<file path="src/rtl/window_mac_engine.sv">
// window_mac_engine: sequential signed dot product of one window against one
// kernel. One element pair is read and accumulated per clock, the finished
// sum is held on a valid/ready result port until the consumer takes it.
//
// Optional feature: define WINDOW_MAC_RELU_EN to clamp negative final sums
// to zero before they are registered into result. Default build passes the
// raw signed sum.
//
// Result handshake: result_valid is high only in DONE and result is stable
// while result_valid is high; the transfer happens on a rising edge where
// result_valid && result_ready are both high. There is no combinational path
// from result_ready to result_valid.

module window_mac_engine #(
  parameter int WINDOW_ELEMNT_SIZE = 8,
  parameter int WINDOW_REG_SIZE    = 9,
  parameter int ADDR_SIZE          = 4,
  parameter int ACC_SIZE           = 20
) (
  input  logic                          i_clk,
  input  logic                          i_rst,
  input  logic                          start,
  output logic                          busy,
  output logic [ADDR_SIZE-1:0]          rd_addr,
  input  logic [WINDOW_ELEMNT_SIZE-1:0] rd_data,
  output logic [ADDR_SIZE-1:0]          w_addr,
  input  logic [WINDOW_ELEMNT_SIZE-1:0] w_data,
  output logic [ACC_SIZE-1:0]           result,
  output logic                          result_valid,
  input  logic                          result_ready,
  output logic [1:0]                    dbg_state
);

  typedef enum logic [1:0] {
    IDLE = 2'd0,
    MAC  = 2'd1,
    DONE = 2'd2
  } state_t;

  localparam int PROD_SIZE = 2 * WINDOW_ELEMNT_SIZE;
  localparam logic [ADDR_SIZE-1:0] LAST_IDX = ADDR_SIZE'(WINDOW_REG_SIZE - 1);

  state_t                 state_q;
  state_t                 state_d;
  logic [ADDR_SIZE-1:0]   index_q;
  logic [ACC_SIZE-1:0]    acc_q;
  logic [ACC_SIZE-1:0]    result_q;

  // control strobes produced by the FSM for the datapath
  logic                   clear_acc;
  logic                   do_mac;
  logic                   load_result;

  logic                   handshake;
  logic                   last_elem;
  logic signed [PROD_SIZE-1:0] product;
  logic signed [ACC_SIZE-1:0]  product_ext;
  logic [ACC_SIZE-1:0]    sum_next;
  logic [ACC_SIZE-1:0]    final_value;

  assign handshake = (state_q == DONE) && result_ready;
  assign last_elem = (index_q == LAST_IDX);

  // signed x signed product, sign-extended (or wrapped) to accumulator width
  assign product     = $signed(rd_data) * $signed(w_data);
  assign product_ext = ACC_SIZE'(product);
  assign sum_next    = acc_q + product_ext;

`ifdef WINDOW_MAC_RELU_EN
  // negative sums are clamped to zero before reaching result
  assign final_value = sum_next[ACC_SIZE-1] ? '0 : sum_next;
`else
  assign final_value = sum_next;
`endif

  // state register
  always_ff @(posedge i_clk) begin
    if (i_rst) begin
      state_q <= IDLE;
    end else begin
      state_q <= state_d;
    end
  end

  // next-state and control strobes
  always_comb begin
    state_d     = state_q;
    clear_acc   = 1'b0;
    do_mac      = 1'b0;
    load_result = 1'b0;
    case (state_q)
      IDLE: begin
        if (start) begin
          clear_acc = 1'b1;
          state_d   = MAC;
        end
      end
      MAC: begin
        do_mac = 1'b1;
        if (last_elem) begin
          load_result = 1'b1;
          state_d     = DONE;
        end
      end
      DONE: begin
        // start only counts together with the handshake
        if (handshake) begin
          if (start) begin
            clear_acc = 1'b1;
            state_d   = MAC;
          end else begin
            state_d = IDLE;
          end
        end
      end
      default: begin
        state_d = IDLE;
      end
    endcase
  end

  // element index: cleared on a new request, advanced once per MAC cycle
  always_ff @(posedge i_clk) begin
    if (i_rst) begin
      index_q <= '0;
    end else if (clear_acc) begin
      index_q <= '0;
    end else if (do_mac) begin
      index_q <= index_q + 1'b1;
    end
  end

  // accumulator: wraps modulo 2^ACC_SIZE, never saturates
  always_ff @(posedge i_clk) begin
    if (i_rst) begin
      acc_q <= '0;
    end else if (clear_acc) begin
      acc_q <= '0;
    end else if (do_mac) begin
      acc_q <= sum_next;
    end
  end

  // result register: loaded with the last partial sum, held otherwise
  always_ff @(posedge i_clk) begin
    if (i_rst) begin
      result_q <= '0;
    end else if (load_result) begin
      result_q <= final_value;
    end
  end

  assign busy         = (state_q != IDLE);
  assign result_valid = (state_q == DONE);
  assign result       = result_q;
  assign rd_addr      = (state_q == MAC) ? index_q : '0;
  assign w_addr       = rd_addr;
  assign dbg_state    = state_q;

endmodule

</file>
<file path="config.mk">
export PLATFORM = sky130hd
export DESIGN_NAME = window_mac_engine
export DESIGN_NICKNAME = d
export VERILOG_FILES = /design/src/rtl/window_mac_engine.sv
export SDC_FILE = /design/constraint.sdc
export NUM_CORES = 1
export LEC_CHECK = 0
export CORE_UTILIZATION = 45
export CTS_BUF_LIST = sky130_fd_sc_hd__clkbuf_8 sky130_fd_sc_hd__clkbuf_16
export DETAILED_ROUTE_END_ITERATION = 10
export DONT_BUFFER_PORTS = 1
export GPL_TIMING_DRIVEN = 1
export PLACE_DENSITY_LB_ADDON = 0.12
export SYNTH_ARGS = -nofsm -noshare
export SYNTH_HDL_FRONTEND = slang
export SYNTH_SLANG_ARGS = --single-unit
</file>
<file path="constraint.sdc">
create_clock -name i_clk -period 15.6 [get_ports i_clk]
set_clock_uncertainty 0.1 [all_clocks]
set_input_delay 2.34 -clock i_clk [delete_from_list [all_inputs] [get_ports i_clk]]
set_output_delay 2.34 -clock i_clk [all_outputs]
set_load 0.02 [all_outputs]
</file>
==> results of run 1 <==
==> cells by family after synthesis <==
kind of cell | count (synthesis) | synth area share [%]
adders and majority gates | 108 | 32.6
muxes | 4 | 0.761
and+or+nand+nor | 235 | 22.8
buffers and inverters | 120 | 8.60
DFF | 46 | 17.0
xor gates and xnor gates | 26 | 4.80
AOI/OAI and AO/OA | 110 | 13.5
==> where the power goes <==
part           total [mW]  switching, mW  internal, mW
clock               0.111         0.0504        0.0603
combinational       0.985          0.596         0.389
sequential          0.145         0.0112         0.133
total                1.24          0.657         0.583
==> critical path: stages <==
cell	delay (ns)
and2_1	0.18
fa_1	0.62
inv_1	0.16
fa_1	0.55
inv_1	0.05
fa_1	0.53
inv_1	0.06
fa_1	0.53
inv_1	0.04
ha_1	0.36
and4_1	0.26
a21o_1	0.19
a2111oi_2	0.36
o21bai_2	0.16
xnor2_4	0.33
ha_1	0.36
inv_1	0.13
o21ai_0	0.11
a211oi_1	0.38
nand3_1	0.13
mux2i_1	0.20
mux2i_1	0.20
==> cells in the final DEF (no fill, tap or decap), types with 7 or more instances in the layout <==
cell type | Yosys | final
nand4_1 | 7 | 7
o21ai_0 | 16 | 16
or4_1 | 7 | 7
nor2b_1 | 9 | 9
a211oi_1 | 7 | 7
ha_1 | 52 | 52
dfxtp_1 | 46 | 46
nand2_1 | 65 | 65
nand2b_1 | 8 | 8
nand3b_1 | 7 | 7
nor3_1 | 11 | 11
a21oi_1 | 38 | 38
and2_1 | 47 | 47
fa_1 | 56 | 56
nor2_1 | 26 | 26
inv_1 | 97 | 97
xor2_1 | 9 | 9
xnor2_1 | 15 | 15
a21o_1 | 14 | 14
nand3_1 | 24 | 24
==> metrics by stage <==
step	cells	instance area (um^2)	total power [mW]
after floorplan	649	5430	0.938
after global placement	772	5530	1.11
after detailed placement	772	5530	1.13
after CTS	780	5680	1.25
after global routing	780	5680	1.38
final	780	5680	1.24
==> metal layers <==
metal	part of all wire, %	GRT usage [%]	wire, um	vias up
li1	-	-	-	2136
met1	48	26.6	5510	2141
met2	49	33.0	5640	38
met3	2.0	2.94	231	9
met4	0.82	3.69	94	0
met5	0	0	0	-
==> registers in the layout (all words and copies together) (netlist names) <==
name / flops
acc_q: 20
result: 20
index_q: 4
dbg_state: 2
==> worst paths after layout <==
kind / start / endpoint / slack, ns / cells past startpoint
worst min-delay path: acc_q[13] / acc_q[13] / 0.36 / 2
worst min register to register: acc_q[13] / acc_q[13] / 0.36 / 2
worst max-delay path: w_data[3] / acc_q[19] / 7.52 / 22
worst max register to register: acc_q[0] / result[12] / 12.47 / 9
==> final cells by class <==
type	instances	area, um^2	share of cell area, %
timing repair buffer	3	22.5	0.397
tap	143	179	3.15
inverter	97	364	6.41
clock buffer	5	125	2.20
clock inverter	3	25.0	0.441
multi-input combinational	483	4040	71.2
sequential	46	921	16.2
==> run_results.csv, run 1 <==
group,metric,value,unit
routing,drcViolationCount,2,
cells_and_area,finish.net_count,764,
clocking,clk_latency,0.29,ns
setup_path,start_kind,"primary input",
synthesis,ys_top_cells_by_count,"inv_1 (97), nand2_1 (65), fa_1 (56)",
clocking,cts_root_buf,"clkbuf_16",
pwr,vdd_drop_max,0.140,mV
placement,post-place-ws,7.18,ns
global_routing,grt_max_degree,40,
synthesis,synth_ff_type,"dfxtp_1",
clocking,post_cts_buffers,0,
placement,place.gp.congestion,0.805,
setup_path,crit_arrival,8.21,ns
synthesis,ys_seq_area_share,17.0,%
pwr,p_per_area,218,mW/mm^2
placement,hpwlAfterDp,9.13,mm
clocking,clock_sinks,46,
clocking,cts_max_level,2,
clocking,clk_pin_slew,0.07,ns
floorplanning,die_w,112,um
synthesis,synthTopCellsByArea,"fa_1 (21%), dfxtp_1 (17%), ha_1 (12%), inv_1 (6.7%), and2_1 (5.4%)",
sta,relSlewSlack,26.9,%
synthesis,yosysWarningCount,0,
floorplanning,fp-row-count,39,
synthesis,async_flop_share,0,%
synthesis,synth.most_common_cell,"inv_1",
sta,hold_viol_final,0,
global_routing,grt-ovfl-total,0,
global_routing,antenna_found_initial,0,
sta,setup_violations,0,
flow_run,cap_violations,0,
routing,wl,11.5,mm
sta,rsz0062_at_grt,"no",
placement,port_buffers,0,
synthesis,synth_nets,777,
worst_hold_path,hold_path_class,"flip-flop to flip-flop",
routing,detail-route-antenna-nets,0,
floorplanning,io_pins,52,
sta,fin_setup_tns,0,ns
cells_and_area,fillers,1122,
clocking,cts_resized,0,
cells_and_area,antennaDiodeCount,0,
global_routing,grt_pass1_vias,4191,
floorplanning,dieArea,0.0125,mm^2
routing,dr.pass1.iters,9,
clocking,cts_tree,"yes",
sta,tightest_slew,1.09,ns
floorplanning,start_util,46.9,%
cells_and_area,final_core_util,49.1,%
synthesis,synth_top_area_share,20.7,%
synthesis,synth_edf_count,0,
cells_and_area,drive_gt1_share,3.61,%
clocking,holdBufCountCts,0,
cells_and_area,area_growth,4.59,%
synthesis,netlist_instances,649,
outcome,status,"finished, violations left",
routing,dr_total_vias,4324,
sta,fin_ws,7.52,ns
setup_path,required,15.73,ns
synthesis,syn_area_per_cell,8.36,um^2
setup_path,path_class,"primary input to flip-flop",
synthesis,ys_seq_elements,46,
synthesis,synth_top_area_cell,"fa_1",
setup_path,crit_fanout,8,
synthesis,synth.distinct_cells,56,
sta,final.period_utilization,51.8,%
routing,wl_per_cell,14.7,um
clocking,clock_path_buffers,2,
sta,fmaxAchievable,124,MHz
pwr,p_leak,2.64,nW
outcome,violations,"design-rule violations",
setup_path,cp-end-kind,"flip-flop",
routing,drt_iter0_drc,190,
sta,finalMaxSlewViolations,0,
floorplanning,die_y,112,um
synthesis,synth_area,0.00543,mm^2
floorplanning,core-area,0.0116,mm^2
sta,final.min_clock_period,8.08,ns
global_routing,track_usage,19.5,%
routing,via_per_inst,5.54,
global_routing,grt_pass1_wl,20.0,mm
clocking,cts_made_buffers,5,
sta,hold_slack,0.362,ns
Note: power is estimated with default switching activity, not from simulation.
==> run 2, diff against run 1 <==
==> constraint.sdc (replaced) <==
create_clock -name i_clk -period 8.3 [get_ports i_clk]
set_clock_uncertainty 0.1 [all_clocks]
set_input_delay 1.245 -clock i_clk [delete_from_list [all_inputs] [get_ports i_clk]]
set_output_delay 1.245 -clock i_clk [all_outputs]
set_load 0.02 [all_outputs]
==> results of run 2 <==
The final DEF is identical to that of run 1. Status: finished, violations left: design-rule violations.
Main changes from that run: setup slack after placement 7.18 ns -> 0.973 ns; setup slack after layout 7.52 ns -> 1.31 ns; register-to-register setup slack 12.47 ns -> 5.17 ns; total power 1.24 mW -> 2.33 mW; worst IR drop on VDD 0.140 mV -> 0.264 mV
==> run 3, diff against run 2 <==
==> constraint.sdc (replaced) <==
create_clock -name i_clk -period 6.6 [get_ports i_clk]
set_clock_uncertainty 0.1 [all_clocks]
set_input_delay 0.99 -clock i_clk [delete_from_list [all_inputs] [get_ports i_clk]]
set_output_delay 0.99 -clock i_clk [all_outputs]
set_load 0.02 [all_outputs]
==> run 3 against run 2 <==
Against the previous run:
- the run still ends with design-rule violations left
- critical path depth is the same
- worst hold slack worse by 0.0035 ns
- sequential power is 28% higher
- core utilization grew 3.3 points
- wire length up 5.1%
- global-route usage up 0.46 points
- design area grew 6.8%
- largest power group unchanged
==> run_results.csv, run 3 (same netlist as run 1, synthesis figures left out) <==
group,metric,value,unit
pwr,p_leak,2.84,nW
setup_path,rr_worst_depth,10,
cells_and_area,finish.net_count,804,
cells_and_area,fillers,1152,
sta,hold_viol_final,0,
routing,detail-route-antenna-nets,0,
placement,place_area,0.00579,mm^2
global_routing,antenna_found_initial,0,
setup_path,cp-end-kind,"flip-flop",
cells_and_area,antennaDiodeCount,0,
routing,dr.pass1.iters,7,
routing,wl_per_cell,14.7,um
setup_path,required,6.72,ns
outcome,violations,"design-rule violations",
routing,drt_iter0_drc,232,
clocking,clock_sinks,46,
global_routing,grt_max_degree,40,
setup_path,r2r-start,"acc_q[0]",
clocking,clock_path_buffers,2,
placement,place.gp.congestion,0.814,
clocking,cts_made_buffers,5,
pwr,power_frac_clock,6.5,%
setup_path,crit_fanout,8,
clocking,clk_latency,0.29,ns
worst_hold_path,min_from,"acc_q[0]",
placement,dp.cells,807,
global_routing,grt_pass1_vias,4430,
setup_path,crit_arrival,6.46,ns
global_routing,grt_pass1_wl,20.7,mm
cells_and_area,regArea,921,um^2
worst_hold_path,min_to,"acc_q[0]",
routing,dr_total_vias,4531,
cells_and_area,area_growth,11.7,%
cells_and_area,fin_area,0.00606,mm^2
setup_path,reg2reg_to,"result[12]",
sta,setup_violations,0,
outcome,status,"finished, violations left",
clocking,cts_root_buf,"clkbuf_16",
global_routing,track_usage,20.0,%
placement,port_buffers,0,
sta,tightest_slew,1.13,ns
pwr,power.total,3.72,mW
pwr,power_frac_comb,84.2,%
sta,final.min_clock_period,6.34,ns
sta,fin_setup_tns,0,ns
clocking,holdBufCountCts,0,
setup_path,r2r_slack,3.62,ns
placement,hpwlAfterDp,9.37,mm
floorplanning,io_pins,52,
floorplanning,fp-row-count,39,
clocking,cts_max_level,2,
global_routing,grt-ovfl-total,0,
placement,post-place-ws,-0.119,ns
pwr,p_sw_share,47.6,%
sta,relSlewSlack,24.4,%
floorplanning,core-area,0.0116,mm^2
floorplanning,dieArea,0.0125,mm^2
sta,final.period_utilization,96.0,%
sta,hold_slack,0.359,ns
cells_and_area,drive_gt1_share,10.8,%
cells_and_area,final_cell_mix,"inv_1 (98), nand2_1 (64), fa_1 (56), and2_1 (47), ha_1 (47)",
pwr,power.internal,1.95,mW
floorplanning,die_y,112,um
floorplanning,die_w,112,um
routing,wl,12.1,mm
sta,fin_ws,0.261,ns
cells_and_area,instances_no_fill,819,
cells_and_area,multiInputGateArea,0.00414,mm^2
sta,fmaxAchievable,158,MHz
setup_path,start_kind,"primary input",
cells_and_area,final_common_cell,"inv_1",
sta,finalMaxSlewViolations,0,
clocking,clk_pin_slew,0.06,ns
flow_run,cap_violations,0,
cells_and_area,final_core_util,52.4,%
pwr,p_sw,1.77,mW
worst_hold_path,hold_path_class,"flip-flop to flip-flop",
setup_path,path_class,"primary input to flip-flop",
pwr,pwr-share-seq,9.3,%
clocking,cts_tree,"yes",
worst_hold_path,hold_depth,2,
pwr,p_per_area,613,mW/mm^2
floorplanning,start_util,46.9,%
routing,via_per_inst,5.53,
pwr,vdd_drop_max,0.432,mV
routing,drcViolationCount,1,
[run 3: metal layers]
layer  track usage (%)  wire length (um)  vias up
li1                  -                 -     2209
met1              27.4              5680     2238
met2              33.8              5940       69
met3              2.50               300       15
met4              3.96               142        0
met5                 0                 0        -
[run 3: final cells by class]
cell class	instances	share of cell area (%)
clock buffers	5	2.06
clock inverters	2	0.124
inverters	97	6.01
multi-input cells	483	68.3
flip-flops and latches	46	15.2
well taps	143	2.95
repair buffers	43	5.33
[run 3: power groups by stage]
stage	clock, mW	combinational [mW]	sequential, mW
final	0.242	3.13	0.347
after global routing	0.261	3.49	0.351
after CTS	0.246	2.86	0.341
after detailed placement	0	2.83	0.347
after global placement	0	2.79	0.347
after floorplan	0	1.89	0.340
[run 3: worst max-delay path by stage]
stage	from	endpoint	depth (start not counted)
global placement	rd_data[3]	result[19]	22
detailed placement	rd_data[3]	result[19]	22
global route	w_data[0]	acc_q[19]	22
CTS	rd_data[3]	result[19]	22
floorplan	w_data[3]	result[19]	22
finish	rd_data[3]	acc_q[19]	22
[run 3: timing repair]
item	CTS	global route
endpoints found under the setup margin	0	6
setup buffers	0	5
hold endpoints to repair	0	0
resized for setup	0	16
[run 3: worst max-delay path: stages]
cell and delay [ns]:
and2_1 0.15, fa_1 0.53, inv_1 0.05, fa_1 0.48
inv_1 0.06, fa_1 0.53, inv_1 0.05, fa_1 0.52
inv_1 0.06, ha_4 0.25, and3_1 0.17, a221o_1 0.37
a2111oi_4 0.35, o21bai_2 0.14, xnor2_4 0.15, buf_4 0.19
ha_4 0.29, nand4_1 0.15, a2111o_1 0.42, a21o_1 0.17
mux2i_1 0.18, mux2i_1 0.20
